`src/rtl/fetch_2_pkg.sv`:
```
// ============================================================================
// rv32i_types : shared RV32I fetch-path types (fetch stage registers, states)
// Revision    : 1.0
// ============================================================================
`default_nettype none

package rv32i_types;

  localparam int RV_XLEN = 32;

  typedef struct packed {
    logic        valid;
    logic [31:0] pc;
  } fetch_reg_1_t;

  typedef struct packed {
    logic [31:0] pc;
    logic [31:0] inst;
  } fetch_reg_2_t;

  typedef enum logic [1:0] {
    IDLE = 2'd0,
    WAIT = 2'd1,
    DROP = 2'd2,
    HOLD = 2'd3
  } fetch2_state_t;

endpackage

`default_nettype wire

```
`src/rtl/fetch_2_if.sv`:
```
// ============================================================================
// fetch_2_if : fetch_1 register, imem response and instruction-queue signals
// Revision   : 1.0
// ============================================================================
`default_nettype none

interface fetch_2_if
  import rv32i_types::*;
#(
  parameter int XLEN = 32
);

  fetch_reg_1_t    fetch_1_reg;
  logic            imem_resp;
  logic [XLEN-1:0] imem_rdata;
  logic            branch_mispredict;
  logic            iq_full;
  logic            iq_enq;
  fetch_reg_2_t    iq_entry;
  logic            imem_stall;

  // Environment side: drives fetch_1/imem/backend inputs, observes the queue.
  modport master (
    output fetch_1_reg,
    output imem_resp,
    output imem_rdata,
    output branch_mispredict,
    output iq_full,
    input  iq_enq,
    input  iq_entry,
    input  imem_stall
  );

  modport slave (
    input  fetch_1_reg,
    input  imem_resp,
    input  imem_rdata,
    input  branch_mispredict,
    input  iq_full,
    output iq_enq,
    output iq_entry,
    output imem_stall
  );

endinterface

`default_nettype wire

```
`src/rtl/fetch_2.sv`:
```
// ============================================================================
// fetch_2  : pairs the outstanding fetch PC with the imem word, enqueues it
// Revision : 1.0
// ============================================================================
`default_nettype none

module fetch_2
  import rv32i_types::*;
#(
  parameter int XLEN = RV_XLEN
) (
  input  logic       clk,
  input  logic       rst,
  fetch_2_if.slave   bus
);

  fetch2_state_t   state_q, state_d;
  logic [XLEN-1:0] pend_pc_q, pend_pc_d;
  logic [XLEN-1:0] hold_pc_q, hold_pc_d;
  logic [XLEN-1:0] hold_inst_q, hold_inst_d;

  logic            enq;
  logic            stall;
  fetch_reg_2_t    entry;

  always_comb begin
    state_d     = state_q;
    pend_pc_d   = pend_pc_q;
    hold_pc_d   = hold_pc_q;
    hold_inst_d = hold_inst_q;
    enq         = 1'b0;
    stall       = 1'b0;
    entry       = '{pc: pend_pc_q, inst: bus.imem_rdata};

    case (state_q)
      IDLE: begin
        if (bus.fetch_1_reg.valid) begin
          pend_pc_d = bus.fetch_1_reg.pc;
          state_d   = bus.branch_mispredict ? DROP : WAIT;
        end
      end

      WAIT: begin
        stall = ~bus.imem_resp | bus.iq_full;
        if (bus.branch_mispredict) begin
          state_d = bus.imem_resp ? IDLE : DROP;
        end else if (bus.imem_resp && !bus.iq_full) begin
          enq = 1'b1;
          // A request issued alongside the response keeps us waiting.
          if (bus.fetch_1_reg.valid) begin
            pend_pc_d = bus.fetch_1_reg.pc;
            state_d   = WAIT;
          end else begin
            state_d   = IDLE;
          end
        end else if (bus.imem_resp) begin
          hold_pc_d   = pend_pc_q;
          hold_inst_d = bus.imem_rdata;
          state_d     = HOLD;
        end
      end

      DROP: begin
        stall = 1'b1;
        if (bus.imem_resp) begin
          state_d = IDLE;
        end
      end

      HOLD: begin
        stall = 1'b1;
        entry = '{pc: hold_pc_q, inst: hold_inst_q};
        if (bus.branch_mispredict) begin
          state_d = IDLE;
        end else if (!bus.iq_full) begin
          enq     = 1'b1;
          state_d = IDLE;
        end
      end

      default: state_d = IDLE;
    endcase
  end

  always_ff @(posedge clk) begin
    if (rst) begin
      state_q     <= IDLE;
      pend_pc_q   <= '0;
      hold_pc_q   <= '0;
      hold_inst_q <= '0;
    end else begin
      state_q     <= state_d;
      pend_pc_q   <= pend_pc_d;
      hold_pc_q   <= hold_pc_d;
      hold_inst_q <= hold_inst_d;
    end
  end

  // Outputs are quiet while reset is asserted, regardless of prior state.
  assign bus.iq_enq     = enq & ~rst;
  assign bus.imem_stall = stall & ~rst;
  assign bus.iq_entry   = entry;

endmodule

`default_nettype wire
```
`src/flat_wrapper.sv`:
```
// flat-port wrapper written by rule: the top's interface ports become plain ports
module fetch_2_flat import rv32i_types::*;
#(
  parameter int XLEN = RV_XLEN
)
  (clk, rst, bus_fetch_1_reg, bus_imem_resp, bus_imem_rdata, bus_branch_mispredict, bus_iq_full, bus_iq_enq, bus_iq_entry, bus_imem_stall);
  fetch_2_if #(.XLEN(XLEN)) bus_i ();
  input  logic clk;
  input  logic rst;
  input wire logic [$bits(bus_i.fetch_1_reg)-1:0] bus_fetch_1_reg;
  input wire logic [$bits(bus_i.imem_resp)-1:0] bus_imem_resp;
  input wire logic [$bits(bus_i.imem_rdata)-1:0] bus_imem_rdata;
  input wire logic [$bits(bus_i.branch_mispredict)-1:0] bus_branch_mispredict;
  input wire logic [$bits(bus_i.iq_full)-1:0] bus_iq_full;
  output wire logic [$bits(bus_i.iq_enq)-1:0] bus_iq_enq;
  output wire logic [$bits(bus_i.iq_entry)-1:0] bus_iq_entry;
  output wire logic [$bits(bus_i.imem_stall)-1:0] bus_imem_stall;
  assign bus_i.fetch_1_reg = bus_fetch_1_reg;
  assign bus_i.imem_resp = bus_imem_resp;
  assign bus_i.imem_rdata = bus_imem_rdata;
  assign bus_i.branch_mispredict = bus_branch_mispredict;
  assign bus_i.iq_full = bus_iq_full;
  assign bus_iq_enq = bus_i.iq_enq;
  assign bus_iq_entry = bus_i.iq_entry;
  assign bus_imem_stall = bus_i.imem_stall;
  fetch_2 #(.XLEN(XLEN)) u_core (.clk(clk), .rst(rst), .bus(bus_i));
endmodule
```
`config.mk`:
```
export PLATFORM = sky130hd
export DESIGN_NAME = fetch_2_flat
export DESIGN_NICKNAME = d
export VERILOG_FILES = /design/src/rtl/fetch_2_pkg.sv /design/src/rtl/fetch_2_if.sv /design/src/rtl/fetch_2.sv /design/src/flat_wrapper.sv
export SDC_FILE = /design/constraint.sdc
export NUM_CORES = 1
export LEC_CHECK = 0
export CAP_MARGIN = 20
export CELL_PAD_IN_SITES_DETAIL_PLACEMENT = 1
export CELL_PAD_IN_SITES_GLOBAL_PLACEMENT = 2
export CORE_MARGIN = 2
export CORE_UTILIZATION = 28
export DETAILED_ROUTE_END_ITERATION = 7
export GPL_TIMING_DRIVEN = 0
export PLACE_DENSITY_LB_ADDON = 0.15
export SYNTH_ARGS = -nofsm -noshare
export SYNTH_HDL_FRONTEND = slang
export SYNTH_SLANG_ARGS = --single-unit
```
`constraint.sdc`:
```
create_clock -name clk -period 2.1 [get_ports clk]
set_input_delay 0.42 -clock clk [delete_from_list [all_inputs] [get_ports clk]]
set_output_delay 0.42 -clock clk [all_outputs]
set_load 0.02 [all_outputs]
```
==> summary.txt, run 1 <==
Floorplan
  – Die width: around 130 um
  – Full die area: 17100 sq um
  – Row cnt: between 40 and 50
  – Starting Density: 0.285
  – Core area: about 16000 sq um
  – DIE HEIGHT: between 100 and 150 um
  – I/O Pins: 136

Timing
  – Maximum clock frequency: between 400 and 500 MHz
  – Final setup fails: 0
  – Worst-Margin Slew: between 0.6 and 0.7 ns
  – Slew margin rel.: 0.590
  – Setup TNS Final: 0 ns
  – Tmin final: approximately 2.0 ns
  – Clock skew: 0.0108 ns
  – Fin crit share: 0.975
  – Unrepaired setup endpoints after global routing: false
  – Setup ws final: about 0.053 ns
  – Final Hold Viols: 0
  – Final Max Slew Viols: 0

Yosys
  – Synthesized Nets: a little over 500
  – Avg Inst Size Synth: roughly 10 sq um
  – Synth Flop Type: dfxtp_1
  – Register area share after synthesis: 0.436
  – Ys async rst share: 0
  – Synthesized flop and latch total: 98
  – Synth area leader: dfxtp_1
  – Largest cells by area after synthesis: dfxtp_1 (44%), mux2_2 (16%), mux2i_1 (14%), nand2_1 (11%), a22o_1 (6.2%)
  – Most frequent cells after synthesis: nand2_1 (129), dfxtp_1 (98), mux2_2 (64), mux2i_1 (64), a22o_1 (32)
  – Mapped cell area: approximately 4500 sq um
  – EDFF count, synth: 0
  – Number of distinct library cells after synthesis: 33
  – Post-synth top area share: 0.436
  – Most common cell in the netlist: nand2_1
  – Yosys warnings: 0
  – Post-synthesis cell count: ~450

Finish
  – Nets: approximately 670
  – Post-layout util: 0.399
  – # fillers: between 1500 and 2000
  – Layout cell share with drive strength beyond 1: 0.293
  – # diodes: 0
  – Layout overhead on the synthesized area: 39.9%
  – Finished Layout Cells: between 800 and 900

Worst setup path
  – CP Launch Type: flop
  – CP max-delay cell: mux2_2
  – Worst EP required: roughly 1.7 ns
  – Critical path peak fanout: 10
  – Setup Crit Path Kind: reg -> out
  – Buf/Inv on CP: 3
  – Crit end category: output port
  – Critical Path Start: u_core.state_q[0]
  – Crit-path cells: buf_8, nand2_8, buf_8, mux2_2, buf_2
  – Crit Reg-Reg Startpoint: u_core.state_q[1]
  – Most used cell, CP: buf_8
  – Cell family with most CP delay: buffers and inverters
  – Reg2Reg Setup Slack: 0.40 ns
  – Worst path max stage delay: 0.36 ns
  – Arr. time, crit path: between 1.5 and 2 ns

Power and ir drop
  – P per Cell Area: ~690 nW/um^2
  – Peak VDD IR: 0.344 mV
  – Leak: roughly 2.7 nW
  – Pwr Total: between 4 and 5 mW

Route
  – WL final: 13.4 mm
  – Routed via count: approximately 3700
  – Drt pass-1 iters: 4
  – DR WL/cell: 16.3 um
  – Residual DRC: 0
  – Drt initial violations: 84
  – Vias per cell: approximately 4.6
  – Final ANT Viol Nets: 0

Global routing
  – Vias in the first global route: a little over 4000
  – Global route overflow: 0
  – Global-route wire length before repair: about 21 mm
  – GRT Total Usage: 0.161
  – Largest net degree at the start of global routing: 17
  – Initial antenna violation count: 0

CTS
  – Clock Latency Late Sink: approximately 0.35 ns
  – CTS sink count: 98
  – Worst-case clock buffer depth: 2
  – # hold bufs at CTS: 0
  – Clock slew at reported path FFs: about 0.07 ns
  – H-tree levels: 3
  – Num CTS Buffers: 9
  – CTS tree: done
  – Root Buffer: clkbuf_16

Placement
  – Placed cell count: roughly 800
  – IO buf count: 135
  – Pre-CTS setup slack: -0.377 ns
  – RD Place Congestion: between 0.7 and 0.8
  – Dpl hpwl: ~9.6 mm

Job
  – Max-Cap Viols: 0

Status
  – Status: complete, no violations

Worst hold path
  – Hold crit path type: reg -> reg
  – Hold Startpoint: u_core.hold_inst_q[31]
-- state kept, by name, indices dropped and copies added (netlist names) --
| signal | cells |
|---|---|
| u_core.hold_inst_q | 32 |
| u_core.state_q | 2 |
| u_core.hold_pc_q | 32 |
| u_core.pend_pc_q | 32 |
-- metal layers --
layer	GRT usage	up-vias	share of wire
met5	0	-	0
met4	0.0526	0	0.014
met3	0.0293	12	0.048
met2	0.267	86	0.47
met1	0.212	1792	0.47
li1	-	1848	-
-- cells in the final DEF (no fill, tap or decap), drive strengths merged --
cell type,n
clkdlybuf4s50,65
nor4,1
clkdlybuf4s15,3
dlymetal6s2s,2
nor2b,2
o21ai,1
a21boi,1
clkinv,2
dlygate4sd2,4
bufinv,1
mux2,64
and4,1
nor2,4
nor4b,1
a22o,32
nor3,1
clkbuf,22
o21bai,1
inv,4
o22ai,1
a21oi,1
nand4,1
nor3b,1
buf,89
nand2,131
dfxtp,98
nand2b,2
mux2i,64
and2b,1
a2111oi,1
a221o,1
o211a,1
-- worst register-to-register path: stages, from the launching register on --
cell,delay [ns]
dfxtp_1,0.32
buf_8,0.15
buf_4,0.16
nor2_4,0.13
and4_4,0.26
buf_6,0.11
buf_8,0.15
buf_12,0.16
mux2i_1,0.19
-- kinds of logic (layout without fill, tap and decap cells) --
kind of cell / after synthesis / count (layout) / synth area share
AND/OR/NAND/NOR: 145 / 146 / 0.134
multiplexers: 128 / 128 / 0.303
flip-flops: 98 / 98 / 0.436
AO/OA/AOI/OAI: 40 / 40 / 0.0757
buffers and inverters: 37 / 192 / 0.0512
-- worst paths after layout --
path              cells after the start                     end
setup / recovery                      5        bus_iq_entry[32]
hold / removal                        2  u_core.hold_inst_q[31]
setup reg to reg                      8     u_core.hold_pc_q[5]
hold reg to reg                       2  u_core.hold_inst_q[31]
-- through the flow --
step,hold WS (ns),instance area [sq um]
3_5_place_dp,0.448,6120
4_1_cts,0.461,6320
5_1_grt,0.478,6290
2_1_floorplan,0.432,4500
6_report,0.456,6290
3_3_place_gp,0.440,6120
-- where the power goes --
part	internal [mW]	switching (mW)	leakage, nW
logic	0.348	0.375	1.74
registers	1.92	0.0406	0.795
clock network	0.934	0.730	0.144
-- area by class of cell --
type | instances | area, sq um | area share
buffer | 35 | 307 | 0.0488
clock buffer | 11 | 233 | 0.0370
clock inverter | 5 | 61.3 | 0.00975
inverter | 2 | 7.51 | 0.00119
multi-input combinational | 314 | 2340 | 0.373
sequential | 98 | 1960 | 0.312
tap | 216 | 270 | 0.0430
timing repair buffer | 139 | 1100 | 0.175
-- what timing repair did --
| item | CTS | global route |
|---|---|---|
| endpoints found under the hold margin | 0 | 0 |
| setup buffers | 3 | 0 |
| resized for setup | 278 | 12 |
| gates cloned | 2 | 0 |
| pin swaps | 1 | 1 |
| endpoints found under the setup margin | 66 | 14 |
Power figures use the tool's default switching activity.
==> run 2: changes to the inputs <==
--- a/config.mk
+++ b/config.mk
@@ -5,7 +5,7 @@
 export SDC_FILE = /design/constraint.sdc
 export NUM_CORES = 1
 export LEC_CHECK = 0
-export CAP_MARGIN = 20
+export CAP_MARGIN = 15
 export CELL_PAD_IN_SITES_DETAIL_PLACEMENT = 1
 export CELL_PAD_IN_SITES_GLOBAL_PLACEMENT = 2
 export CORE_MARGIN = 2
==> results of run 2 <==
The final DEF is identical to that of run 1; final timing and power are the same.
